### src/rtl/fetch_queue.sv
// fetch_queue: show-ahead instruction prefetch buffer between IF and decode.
// Holds fetched words with their fetch addresses so fetch can run ahead of a
// stalled decode. A taken-branch flush discards every queued wrong-path entry.
module fetch_queue #(
    parameter int DEPTH  = 4,
    parameter int INST_W = 16,
    parameter int ADDR_W = 16
) (
    input  logic                     clk,
    input  logic                     rst,
    input  logic                     v_i,
    input  logic [INST_W-1:0]        inst_i,
    input  logic [ADDR_W-1:0]        origaddr_i,
    input  logic                     flush_i,
    input  logic                     stall_i,
    output logic                     v_o,
    output logic [INST_W-1:0]        inst_o,
    output logic [ADDR_W-1:0]        origaddr_o,
    output logic                     stall_o,
    output logic [$clog2(DEPTH):0]   count_o,
    output logic                     ovf_o
);

    localparam int PTR_W = $clog2(DEPTH);
    localparam int CNT_W = PTR_W + 1;

    // Occupancy thresholds: completely full, and the early-stall point that
    // leaves one slot for the word already in flight from instruction memory.
    localparam logic [CNT_W-1:0] FULL_CNT = CNT_W'(DEPTH);
    localparam logic [CNT_W-1:0] HIGH_CNT = CNT_W'(DEPTH - 1);

    // Entry storage; data is never reset, only the pointers and count are.
    logic [INST_W-1:0] inst_mem [DEPTH];
    logic [ADDR_W-1:0] addr_mem [DEPTH];

    logic [PTR_W-1:0]  rd_ptr;
    logic [PTR_W-1:0]  wr_ptr;
    logic [CNT_W-1:0]  count;
    logic              ovf_q;

    logic              full;
    logic              pop;
    logic              push;
    logic              ovf_set;

    // Handshake decode: flush wins over everything, and a full queue accepts
    // a new word only when the head leaves in the same cycle.
    always_comb begin
        full    = (count == FULL_CNT);
        pop     = (count != '0) & ~stall_i & ~flush_i;
        push    = v_i & ~flush_i & (~full | pop);
        ovf_set = v_i & ~flush_i & full & ~pop;
    end

    // Pointer, occupancy and sticky overflow state.
    always_ff @(posedge clk) begin
        if (!rst) begin
            rd_ptr <= '0;
            wr_ptr <= '0;
            count  <= '0;
            ovf_q  <= 1'b0;
        end else if (flush_i) begin
            rd_ptr <= '0;
            wr_ptr <= '0;
            count  <= '0;
        end else begin
            if (pop) begin
                rd_ptr <= rd_ptr + PTR_W'(1);
            end
            if (push) begin
                wr_ptr <= wr_ptr + PTR_W'(1);
            end
            count <= count + CNT_W'(push) - CNT_W'(pop);
            if (ovf_set) begin
                ovf_q <= 1'b1;
            end
        end
    end

    // Entry write; instruction and address are stored together so they stay paired.
    always_ff @(posedge clk) begin
        if (push) begin
            inst_mem[wr_ptr] <= inst_i;
            addr_mem[wr_ptr] <= origaddr_i;
        end
    end

    // Show-ahead head and status, all decoded from registered state.
    always_comb begin
        v_o        = (count != '0);
        inst_o     = inst_mem[rd_ptr];
        origaddr_o = addr_mem[rd_ptr];
        stall_o    = (count >= HIGH_CNT);
        count_o    = count;
        ovf_o      = ovf_q;
    end

endmodule

### config.mk
export PLATFORM = sky130hd
export DESIGN_NAME = fetch_queue
export DESIGN_NICKNAME = d
export VERILOG_FILES = /design/src/rtl/fetch_queue.sv
export SDC_FILE = /design/constraint.sdc
export NUM_CORES = 1
export LEC_CHECK = 0
export ABC_AREA = 1
export BUFFER_PORTS_ARGS = -buffer_cell sky130_fd_sc_hd__clkbuf_2
export CORE_AREA = 4 4 109 111
export CTS_CLUSTER_SIZE = 24
export DETAILED_ROUTE_END_ITERATION = 12
export DIE_AREA = 0 0 113 115
export MAX_ROUTING_LAYER = met4
export PLACE_DENSITY = 0.7
export SLEW_MARGIN = 20
export SYNTH_ARGS = -nofsm -noshare
export SYNTH_HDL_FRONTEND = slang
export SYNTH_SLANG_ARGS = --single-unit
export TNS_END_PERCENT = 50
### constraint.sdc
create_clock -name clk -period 5.7 [get_ports clk]
set_clock_uncertainty 0.15 [all_clocks]
set_input_delay 0.285 -clock clk [delete_from_list [all_inputs] [get_ports clk]]
set_output_delay 0.285 -clock clk [all_outputs]
set_load 0.1 [all_outputs]
==> out/metrics.yaml <==
status: "completed"
grt_first_pass_wirelength_mm: 16.98
p_per_area_mw_per_mm2: 375.7
antenna_found_initial: 0
yosysWarningCount: 0
arrival_ns: 2.51
required_ns: 5.27
fin_cells: 650
maxCapViolCount: 0
avgSynthCellArea_sq_um: 13.82
synth_top_area_frac: 0.7184
path_delay_family: "buffers and inverters"
synth_cells: 387
ir_worst_vdd_uv: 229.1
core_sq_mm: 0.01079
drc: 0
swShare: 0.2174
worstPathMaxFanout: 33
post-route-period-util: 0.5167
top_usage_layer: "met2"
path_clk_slew_ns: 0.06
met2_usage: 0.2863
rsz0062_at_grt: "false"
yosysUniqueCellTypes: 24
htreeDepth: 4
hold_viol: 0
use_met1: 0.2216
start_util: 0.4957
utilization: 0.6332
hpwl_mm: 5.825
synth_area_leaders: "edfxtp_1 72%, nor2_1 5.3%, dfxtp_1 3.7%, o22ai_1 3.7%, o21ai_0 3.6%"
max-slew-margin-rel: 0.2919
holdCritStartpoint: "v_i"
detail-route-antenna-nets: 0
synth_top_area_cell: "edfxtp_1"
power_switching_w: 0.0005583
routed_wl_mm: 10.86
grt_usage: 0.1797
ys_ff_latch: 138
grt_pass1_vias: 3317
grt_use_met3: 0.04737
overflow: 0
clock-root-buffer: "clkbuf_8"
dp_cells: 583
io_pins: 75
critPathSlowestCell: "clkbuf_2"
ys_seq_area_frac: 0.7558
final_cell_mix: "128 x edfxtp_1, 74 x clkbuf_2, 71 x nor2_1"
cpPeakStageDelay_ns: 0.52
hold_slack_ns: 0.03845
worstSetupPathType: "flop to output port"
dr_total_vias: 3348
p_seq_frac: 0.441
drive_above_1_share: 0.2353
cp-end-kind: "output port"
p_leak_nw: 2.518
hold_path.class: "input pin to flop"
cp_cell_sequence: "buf_4, inv_2, o21ai_1, o22ai_1, clkbuf_2"
p_int_w: 0.002009
grt_max_degree: 66
finalMaxSlewViolations: 0
n_antenna_cell: 0
synth_area_sq_mm: 0.005350
dr.pass1.iters: 4
cts_resized: 0
worst_slew_pin_slew_ns: 1.060
area_growth_syn_to_layout_pct: 27.74
finalSetupTns_ns: 0
dpl_worst_slack_ns: 3.014
setup_viol: 0
pwr-share-clk: 0.482
period_minus_slack_ns: 2.945
die_h_um: 115
synth_nets: 432
r2r_start: "count_o[1]"
layout_commonest_cell: "edfxtp_1"
cts_tree: "done"
layout_setup_ws_ns: 2.755
dieArea_sq_mm: 0.01300
worstSkewPairLatency_ns: 0.52
wl_per_cell_um: 16.70
place_congestion: 0.7678
die_width_um: 113
initialDrtViolationCount: 223
cp_num_buf_inv: 3
cts_inserted_buffers: 17
port_buffers: 74
viasPerCell: 5.151
clockBufferDepth: 2
worstSetupStartpointType: "flop"
final_nets: 544
rows: 38
cts.sinks: 138
max_freq_mhz: 339.5
comb_power_share: 0.078
## final timing paths
check / to / slack [ns] / depth (start not counted)
worst max-delay path: inst_o[6] / 2.75 / 5
worst min-delay path: wr_ptr[1] / 0.04 / 5
worst max register to register: count_o[1] / 3.31 / 9
worst min register to register: rd_ptr[1] / 0.35 / 2
## power by group through the flow
stage	Clock [W]	Sequential, W	Combinational [W]
after floorplan	0	0.00116	0.000130
after global placement	0	0.00115	0.000176
after detailed placement	0	0.00115	0.000179
after CTS	0.00125	0.00113	0.000198
after global routing	0.00130	0.00113	0.000211
final	0.00124	0.00113	0.000199
## registers in the layout (all words and copies together), names as in the netlist, named ones only
register / count
ovf_o: 1
count_o: 3
inst_mem: 64
rd_ptr: 2
addr_mem: 64
wr_ptr: 2
## synth_stat cells (all sizes together)
cell,instances
o21ai,66
o22ai,32
buf,18
a21oi,3
a21boi,1
nand2,12
inv,24
ha,7
fa,1
nor2,78
nand4,1
edfxtp,128
clkbuf,1
nand3,4
xnor2,1
dfxtp,10
## worst reg2reg max path: cells and delay by family, from the launching register on
| family | cells | cell delay (ns) |
|---|---|---|
| fa+ha+maj | 3 | 0.88 |
| simple gates | 4 | 0.78 |
| flops | 1 | 0.36 |
| buf+inv | 2 | 0.12 |
## per-stage QoR
stage / power, W / instance area, sq um
global placement: 0.001329 / 5777
finish: 0.002568 / 6834
detailed placement: 0.001332 / 5777
global route: 0.002647 / 6834
floorplan: 0.001286 / 5350
CTS: 0.002584 / 6792
## cells by family after synthesis
logic type / synth area share
buffers and inverters: 0.04771
adders and majority gates: 0.02011
DFF: 0.7558
and+or+nand+nor: 0.07133
xor gates and xnor gates: 0.001637
AOI/OAI and AO/OA: 0.1034
## per-layer routing
layer,up-vias,part of all wire
met2,96,0.50
met5,-,0
met4,0,0.015
met3,17,0.054
met1,1595,0.43
li1,1640,-
## timing repair
item / in CTS / in global routing
buffers inserted: 0 / 0
endpoints found under the hold margin: 134 / 0
hold buffers: 35 / 0
## cell type report
cell class,count,area [sq um]
inverters,24,97.59
fillers,808,3959
clock buffers,18,417.9
repair buffers,112,768.2
well taps,140,175.2
flip-flops and latches,138,4048
clock inverters,12,246.5
multi-input cells,206,1081
No activity file was read; power rests on OpenSTA's default activity.
